$ cat src/rtl/regfile_wb_scoreboard_pkg.sv
// Shared defaults and functional-unit identifiers for the register file
// write-back sequencer and its hazard scoreboard.
package regfile_wb_scoreboard_pkg;

    localparam int NUM_UNITS_DEF = 4;
    localparam int ADDR_W_DEF    = 5;
    localparam int DATA_W_DEF    = 32;
    localparam int NUM_REGS      = 32;

    // Requester index of each completing functional unit on the done buses.
    typedef enum logic [1:0] {
        UNIT_ALU = 2'd0,
        UNIT_LSU = 2'd1,
        UNIT_MUL = 2'd2,
        UNIT_DIV = 2'd3
    } unit_e;

endpackage

$ cat src/rtl/regfile_wb_scoreboard_rr_arbiter.sv
// Round-robin arbiter: one-hot grant over a request vector, search starting
// at an internal pointer that moves past the winner after every grant.
module rr_arbiter #(
    parameter  int N     = 4,
    localparam int PTR_W = (N > 1) ? $clog2(N) : 1
) (
    input  logic             clk_i,
    input  logic             rst_i,
    input  logic [N-1:0]     req_i,
    output logic [N-1:0]     grant_o,
    output logic             any_o,
    output logic [PTR_W-1:0] win_o
);

    logic [PTR_W-1:0] ptr_q;
    logic [PTR_W-1:0] ptr_d;
    logic [PTR_W-1:0] idx;
    logic             found;

    // Pick the first requester at or after the pointer; nothing wins in reset.
    always_comb begin
        grant_o = '0;
        win_o   = '0;
        idx     = '0;
        found   = 1'b0;
        for (int i = 0; i < N; i++) begin
            idx = PTR_W'((int'(ptr_q) + i) % N);
            if (!found && !rst_i && req_i[idx]) begin
                found        = 1'b1;
                grant_o[idx] = 1'b1;
                win_o        = idx;
            end
        end
        any_o = found;
    end

    // Pointer moves to the unit after the winner; it holds when idle.
    always_comb begin
        ptr_d = ptr_q;
        if (found) begin
            ptr_d = (win_o == PTR_W'(N - 1)) ? '0 : win_o + 1'b1;
        end
    end

    // Pointer register.
    always_ff @(posedge clk_i) begin
        if (rst_i) begin
            ptr_q <= '0;
        end else begin
            ptr_q <= ptr_d;
        end
    end

endmodule

$ cat src/rtl/regfile_wb_scoreboard.sv
// Register file write-port sequencer: arbitrates unit completions onto the
// single write port and tracks pending destinations to stall RAW/WAW issue.
module regfile_wb_scoreboard
    import regfile_wb_scoreboard_pkg::*;
#(
    parameter  int NUM_UNITS = NUM_UNITS_DEF,
    parameter  int ADDR_W    = ADDR_W_DEF,
    parameter  int DATA_W    = DATA_W_DEF,
    localparam int UW        = (NUM_UNITS > 1) ? $clog2(NUM_UNITS) : 1
) (
    input  logic                        clock,
    input  logic                        reset,
    input  logic                        issue_valid,
    input  logic [UW-1:0]               issue_unit,
    input  logic [ADDR_W-1:0]           issue_rs1,
    input  logic [ADDR_W-1:0]           issue_rs2,
    input  logic [ADDR_W-1:0]           issue_rd,
    output logic                        issue_ready,
    input  logic [NUM_UNITS-1:0]        done_valid,
    input  logic [NUM_UNITS*ADDR_W-1:0] done_addr,
    input  logic [NUM_UNITS*DATA_W-1:0] done_data,
    output logic [NUM_UNITS-1:0]        done_grant,
    output logic                        shouldWrite,
    output logic [ADDR_W-1:0]           writeAddress,
    output logic [DATA_W-1:0]           writeData,
    output logic [NUM_REGS-1:0]         busy_vector
);

    logic [ADDR_W-1:0]   u_addr [NUM_UNITS];
    logic [DATA_W-1:0]   u_data [NUM_UNITS];
    logic                grant_any;
    logic [UW-1:0]       win_idx;
    logic [ADDR_W-1:0]   sel_addr;
    logic [DATA_W-1:0]   sel_data;
    logic [NUM_REGS-1:0] busy_q;
    logic [NUM_REGS-1:0] busy_d;
    logic [NUM_REGS-1:0] clr_mask;
    logic [NUM_REGS-1:0] eff_busy;
    logic                issue_fire;

    for (genvar k = 0; k < NUM_UNITS; k++) begin : g_unpack
        assign u_addr[k] = done_addr[k*ADDR_W +: ADDR_W];
        assign u_data[k] = done_data[k*DATA_W +: DATA_W];
    end

    rr_arbiter #(
        .N (NUM_UNITS)
    ) u_arb (
        .clk_i   (clock),
        .rst_i   (reset),
        .req_i   (done_valid),
        .grant_o (done_grant),
        .any_o   (grant_any),
        .win_o   (win_idx)
    );

    // Steer the winning unit onto the write port; an x0 completion is
    // consumed without enabling the write.
    always_comb begin
        sel_addr     = u_addr[win_idx];
        sel_data     = u_data[win_idx];
        shouldWrite  = grant_any && (sel_addr != '0);
        writeAddress = shouldWrite ? sel_addr : '0;
        writeData    = grant_any ? sel_data : '0;
    end

    // A register being written this cycle is treated as free (write-through).
    always_comb begin
        clr_mask    = shouldWrite ? (NUM_REGS'(1) << writeAddress) : '0;
        eff_busy    = busy_q & ~clr_mask;
        issue_ready = ~reset & ~eff_busy[issue_rs1] & ~eff_busy[issue_rs2]
                             & ~eff_busy[issue_rd];
        issue_fire  = issue_valid & issue_ready;
    end

    // Scoreboard next state: clear on write-back, then set on issue so a
    // same-cycle set of the same register wins; x0 never becomes busy.
    always_comb begin
        busy_d = busy_q;
        if (shouldWrite) begin
            busy_d[writeAddress] = 1'b0;
        end
        if (issue_fire && (issue_rd != '0)) begin
            busy_d[issue_rd] = 1'b1;
        end
        busy_d[0] = 1'b0;
    end

    // Scoreboard register.
    always_ff @(posedge clock) begin
        if (reset) begin
            busy_q <= '0;
        end else begin
            busy_q <= busy_d;
        end
    end

    assign busy_vector = busy_q;

`ifndef SYNTHESIS
    // Simulation-only record of which unit owes each pending write.
    logic [UW-1:0] owner_q [NUM_REGS];

    // Capture the producing unit whenever a real destination issues.
    always_ff @(posedge clock) begin
        if (issue_fire && (issue_rd != '0)) begin
            owner_q[issue_rd] <= issue_unit;
        end
    end

    a_completion_expected : assert property (
        @(posedge clock) disable iff (reset)
        shouldWrite |-> (busy_q[writeAddress] && (owner_q[writeAddress] == win_idx))
    );
`endif

endmodule

$ cat config.mk
export PLATFORM = sky130hd
export DESIGN_NAME = regfile_wb_scoreboard
export DESIGN_NICKNAME = d
export VERILOG_FILES = /design/src/rtl/regfile_wb_scoreboard_pkg.sv /design/src/rtl/regfile_wb_scoreboard_rr_arbiter.sv /design/src/rtl/regfile_wb_scoreboard.sv
export SDC_FILE = /design/constraint.sdc
export NUM_CORES = 1
export LEC_CHECK = 0
export BUFFER_PORTS_ARGS = -buffer_cell sky130_fd_sc_hd__buf_2
export CELL_PAD_IN_SITES_DETAIL_PLACEMENT = 1
export CELL_PAD_IN_SITES_GLOBAL_PLACEMENT = 2
export CORE_UTILIZATION = 23
export CTS_CLUSTER_SIZE = 28
export DETAILED_ROUTE_END_ITERATION = 16
export PLACE_DENSITY_LB_ADDON = 0.08
export SYNTH_ARGS = -nofsm -noshare
export SYNTH_HDL_FRONTEND = slang
export SYNTH_HIERARCHICAL = 1
export SYNTH_SLANG_ARGS = --single-unit
$ cat constraint.sdc
create_clock -name clock -period 4.6 [get_ports clock]
set_input_delay 0.23 -clock clock [delete_from_list [all_inputs] [get_ports clock]]
set_output_delay 0.23 -clock clock [all_outputs]
set_load 0.01 [all_outputs]
---- Yosys cells after proc, flatten, opt, wreduce, memory -nomap -nowiden ----
Cells that the tools add are included.
storage, ports and cells
  output and inout port bits .............. 75
  register bits after elaboration ......... 34
operators by class
  add/sub/neg operators ................... 4
  reduce and logical (&&, ||, !) cells .... 21
  equality and inequality tests ........... 1
  mux-type cells .......................... 50
  magnitude comparators ................... 15
  shifts and indexed selects .............. 1
  bitwise logic cells ..................... 17
operator list
  operator                                                     number
  2-to-1 mux 32 bit                                            6
  AND 32 bit                                                   2
  binary-select mux 32 bit (select 2 bit)                      1
  NOT 32 bit                                                   2
  bitwise OR 32 bit                                            1
  left shift 1 x 5 -> 32 bit (first input constant)            1
  less-than comparator 5 x 6 -> 1 bit (second input constant)  4
  2-to-1 mux 1 bit                                             17
  2-to-1 mux 4 bit                                             4
  binary-select mux 1 bit (select 5 bit)                       3
  logical AND 1 bit                                            15
  2-to-1 mux 5 bit                                             3
  less-than comparator 2 x 3 -> 1 bit (second input constant)  4
  bitwise OR 4 bit                                             3
  binary-select mux 5 bit (select 2 bit)                       1
  demux 1 bit (select 5 bit)                                   2
  >= comparator 5 x 1 -> 1 bit (second input constant)         2
  2-to-1 mux 2 bit                                             5
  nonzero test 5 bit                                           2
  binary-select mux 1 bit (select 2 bit)                       4
  demux 1 bit (select 2 bit)                                   4
  >= comparator 2 x 1 -> 1 bit (second input constant)         4
  adder 2 x 1 -> 2 bit (second input constant)                 2
  adder 2 bit (second input constant)                          2
  6 further kinds                                              15

---- Longest topological paths before layout ----
  depth in word-level cells ............... 36
  depth in mapped cells ................... 21
  gate-level depth less buffers ........... 15

---- Hierarchy ----
The synthesis kept the hierarchy.
by module, submodules not included
  module                 instances  area an instance (sq um)  sequential area each (sq um)  cells an instance
  regfile_wb_scoreboard  1          4,316.6                   620.6                         513
  rr_arbiter             1          590.6                     40.0                          66

---- Worst setup path after synthesis ----
OpenSTA, ideal clock, no wires.
  path kind ............................... register -> output
  from .................................... register u_arb.ptr_q[1]
  to ...................................... output port issue_ready
  cell stages (with the launch flop) ...... 17
  path slack .............................. -0.035 ns
  data arrival time ....................... 4.405 ns
  required time ........................... 4.370 ns
  path through ............................ dfxtp_1 -> buf_2 -> inv_1 -> ha_1 -> mux4_2 -> nor3_4 -> a2bb2oi_2 -> buf_6 -> mux4_2 -> or4b_4 -> o21ai_1 -> nor3_1 -> nor4_1 -> and4bb_1 -> nand4_2 -> clkbuf_1 -> nor2_1
between the ends
  longest elaborated chain between the ends .. 33
  elaborated cells between the ends (all ways) .. 52
  classes of those cells .................. 3 x add/sub; 1 x shift; 27 x mux; 9 x bitwise; 12 x reduce/logical
ends and longest elaborated chain
  item                                    line                                    text
  start, declared                         regfile_wb_scoreboard_rr_arbiter.sv:15  logic [PTR_W-1:0] ptr_q;
  start signal, assigned                  regfile_wb_scoreboard_rr_arbiter.sv:50  ptr_q <= ptr_d;
  binary-select mux 1 bit (select 2 bit)  regfile_wb_scoreboard_rr_arbiter.sv:28  if (!found && !rst_i && req_i[idx]) begin
  2-to-1 mux 1 bit (implied by the code)  regfile_wb_scoreboard_rr_arbiter.sv:28
  logical AND 1 bit                       regfile_wb_scoreboard_rr_arbiter.sv:28
  2-to-1 mux 1 bit                        regfile_wb_scoreboard_rr_arbiter.sv:28
  logical NOT 1 bit                       regfile_wb_scoreboard_rr_arbiter.sv:28
  logical AND 1 bit (2 in a row)          regfile_wb_scoreboard_rr_arbiter.sv:28
  2-to-1 mux 1 bit                        regfile_wb_scoreboard_rr_arbiter.sv:28
  logical NOT 1 bit                       regfile_wb_scoreboard_rr_arbiter.sv:28
  (+7 left out)                           -
  named net win_idx[0]                    regfile_wb_scoreboard.sv:32             logic [UW-1:0] win_idx;
  (+8 left out)                           -
  2-to-1 mux 32 bit (*)                   regfile_wb_scoreboard.sv:69             clr_mask = shouldWrite ? (NUM_REGS'(1) << writeAddress) : '0;
  NOT 32 bit (*)                          regfile_wb_scoreboard.sv:70             eff_busy = busy_q & ~clr_mask;
  AND 32 bit (*)                          regfile_wb_scoreboard.sv:70
  binary-select mux 1 bit (select 5 bit)  regfile_wb_scoreboard.sv:71             issue_ready = ~reset & ~eff_busy[issue_rs1] & ~eff_busy[issue_rs2]
  2-to-1 mux 1 bit (implied by the code)  regfile_wb_scoreboard.sv:71
  NOT 1 bit                               regfile_wb_scoreboard.sv:71
  AND 1 bit (2 in a row)                  regfile_wb_scoreboard.sv:71
  AND 1 bit (*)                           regfile_wb_scoreboard.sv:72             & ~eff_busy[issue_rd];
  end, declared                           regfile_wb_scoreboard.sv:18             output logic issue_ready,
The timed path passes the listed nets; every way through them passes the cells marked *. The select of a mux whose other input is x is not followed.

---- Worst setup path after layout ----
  from .................................... register u_arb.ptr_q[0]
  to ...................................... output port issue_ready
The elaborated chain is that of the path after synthesis.

==> results.tsv <==
metric	value	unit
rows	53	
critical_path_class	reg -> out	
cts_tree	built	
drt_iter0_markers	393	
p_sw	1520	µW
io_buffers	243	
cp-startpoint	u_arb/ptr_q[0]	
leakage	0.00316	µW
critPathArrivalTime	4.44	ns
final-setup-viol-count	1	
max_freq	0.214	GHz
synthDistinctLibCells	79	
internal_power	2020	µW
synth_seq_area_share	13.5	%
slew_headroom	63.6	%
critical_path.max_stage_delay	0.61	ns
synth-simple-area-share	32.7	%
grt_use_total	24.7	%
nets	1071	
cp_slowest_cell	mux4_2	
ys_top_cells_by_count	mux4_2 (42), and2_1 (40), nand2_1 (36)	
min_period_over_period	102	%
combPwrFrac	80.0	%
skew	0.00802	ns
hold_ws	0.452	ns
synth_xor_area_share	0	%
syn2layout_area_growth	55.5	%
synth_top_family_by_area	simple AND/OR/NAND/NOR gates	
ant_nets	0	
drc	0	
yosysTopAreaCellShare	19.3	%
grt_setup_unrepaired	yes	
p_clk_share	11.4	%
use_met1	32.6	%
overflow	0	
firstDrtPassIters	5	
gp_congestion	0.917	
fin_util	36.4	%
final.setup.tns	-0.0729	ns
cp.required	4.37	ns
synth_edf_count	0	
yosys.area_share.adder	1.27	%
cp_top_family	multiplexers	
clk_pin_slew	0.06	ns
min-delay-start	issue_valid	
core	21000	µm²
grt.busiest_layer	met2	
synth.largest_area_cell	mux4_2	
netlist_area	4910	µm²
grt_pass1_vias	6702	
critPathMaxFanout	6	
drv_cap	0	
ys.flop_type	dfxtp_1	
dp_cells	1146	
ys_async_sr_fraction	0	%
final_hold_viol_count	0	
cts_made_buffers	5	
tightest_slew	0.545	ns
cp_common_cell	mux4_2	
post_drt_wl_per_cell	23.4	µm
syn-num-nets	756	
pwr-share-seq	8.6	%
io_pins	247	
swShare	43.0	%
grtUsageMet3	3.74	%
chipWidth	148	µm
die_height	148	µm
hp-class	in -> reg	
yosysMostFrequentCell	mux4_2	
fin_ws	-0.0729	ns
hpwlAfterDp	22300	µm
num_vias	6288	
drt_wl_total	27500	µm
violations	negative setup slack	
grtUsageMet2	42.5	%
cts_root_buffer	clkbuf_16	
synthMuxAreaShare	24.3	%
clock_latency	0.28	ns
yosys_warnings	6	
crit_chain	inv_2 > ha_4 > mux4_2 > and2b_1 > o21ai_2 > a2bb2oi_4 > buf_12 > mux4_2 > buf_4 > nand4bb_4 > o21ai_1 > buf_4 > mux4_2 > a2111oi_4 > a311oi_4 > nand3_2 > nor2_4 > buf_6	
reg2reg_from	u_arb/ptr_q[0]	
peakVddDrop	203	µV
vias_per_cell	5.37	
stdcell_count	1172	
grt_max_degree	42	
grt_pass1_wl	41000	µm
synth_compound_area_share	21.4	%
start_util	23.4	%
ctsHtreeMaxLevel	2	
ys_seq_elements	33	
synth_cells	579	
cts.sinks	33	
synth_area_leaders	mux4_2 (19%), dfxtp_1 (13%), and2_1 (5.1%)	
die_area	21900	µm²
fin_crit	4.67	ns
p_per_area	464	nW/µm²
cts_buffer_depth	2	
final_layout_size_suffix_gt1_share	55.0	%
path_buf_inv	5	
slew_violations	0	
antenna_found_initial	2	
place_ws	-0.215	ns
synth.avg_cell_area	8.48	µm²
cp-start-kind	flop	
status	complete, but fails checks	
crit_path_end_kind	output pin	
-- flip-flops by register name, summed over array words and instances, names as in the netlist --
register	flops
busy_vector	31
u_arb/ptr_q	2
-- final timing paths --
check	cells after the start	endpoint	slack, ns
max	18	issue_ready	-0.07
min	4	busy_vector[17]	0.45
max reg2reg	18	busy_vector[26]	0.07
min reg2reg	2	busy_vector[25]	0.63
-- routing by layer --
| layer | wire length, µm | part of all wire [%] | vias to the layer above |
|---|---|---|---|
| met3 | 1490 | 5.4 | 22 |
| li1 | - | - | 2894 |
| met1 | 12300 | 45 | 3165 |
| met5 | 0 | 0 | - |
| met2 | 13400 | 49 | 207 |
| met4 | 283 | 1.0 | 0 |
-- through the flow --
stage	power, µW	area, µm²
after detailed placement	2810	7060
final	3540	7630
after floorplan	1850	4910
after global routing	3750	7630
after global placement	2760	7060
after CTS	3480	7530
-- kinds of logic after synthesis --
| logic type | after synthesis |
|---|---|
| AO/OA/AOI/OAI | 137 |
| AND/OR/NAND/NOR | 266 |
| multiplexers | 64 |
| adder cells (fa/ha/maj) | 5 |
| other | 1 |
| flip-flops | 33 |
| buffers and inverters | 73 |
-- power groups by stage --
stage / sequential, µW / clock [µW] / combinational (µW)
floorplan: 308 / 0 / 1540
global placement: 307 / 0 / 2450
detailed placement: 307 / 0 / 2510
CTS: 304 / 408 / 2770
global route: 306 / 421 / 3020
finish: 305 / 403 / 2830
-- tightest hold or removal path, cell delays in order --
cell     delay, ns
buf_2         0.09
nor2b_1       0.14
nand4_1       0.14
o31ai_1       0.07
-- layout make-up --
class                   count  area (µm²)
inverters                  17        63.8
clock inverters             1        30.0
flip-flops and latches     33         663
multi-input cells         474        4150
diodes                      2        5.00
repair buffers            363        2230
clock buffers               7         143
fillers                  2550       13300
well taps                 275         344
-- what timing repair did --
item                                    CTS  global route
pin swaps                                20             5
buffers inserted                         12             3
hold buffers                              0             0
gates cloned                              2             0
resized for setup                        37            18
endpoints found under the setup margin   32            32
endpoints found under the hold margin     0             0
-- placed cells by master, fill, tap and decap left out, types with 10 or more instances in the layout --
cell type  instances
dfxtp_1           31
o21ai_1           22
nand2_1           35
buf_4            108
buf_2            242
o21ai_0           10
nor3_1            33
nand4_1           32
and2_1            40
nand3_1           11
a21oi_1           14
mux4_2            42
nor2_1            21
nand3b_1          11
mux2i_1           12
nand2b_1          16
or2_2             17
inv_1             14
Power figures use the tool's default switching activity.
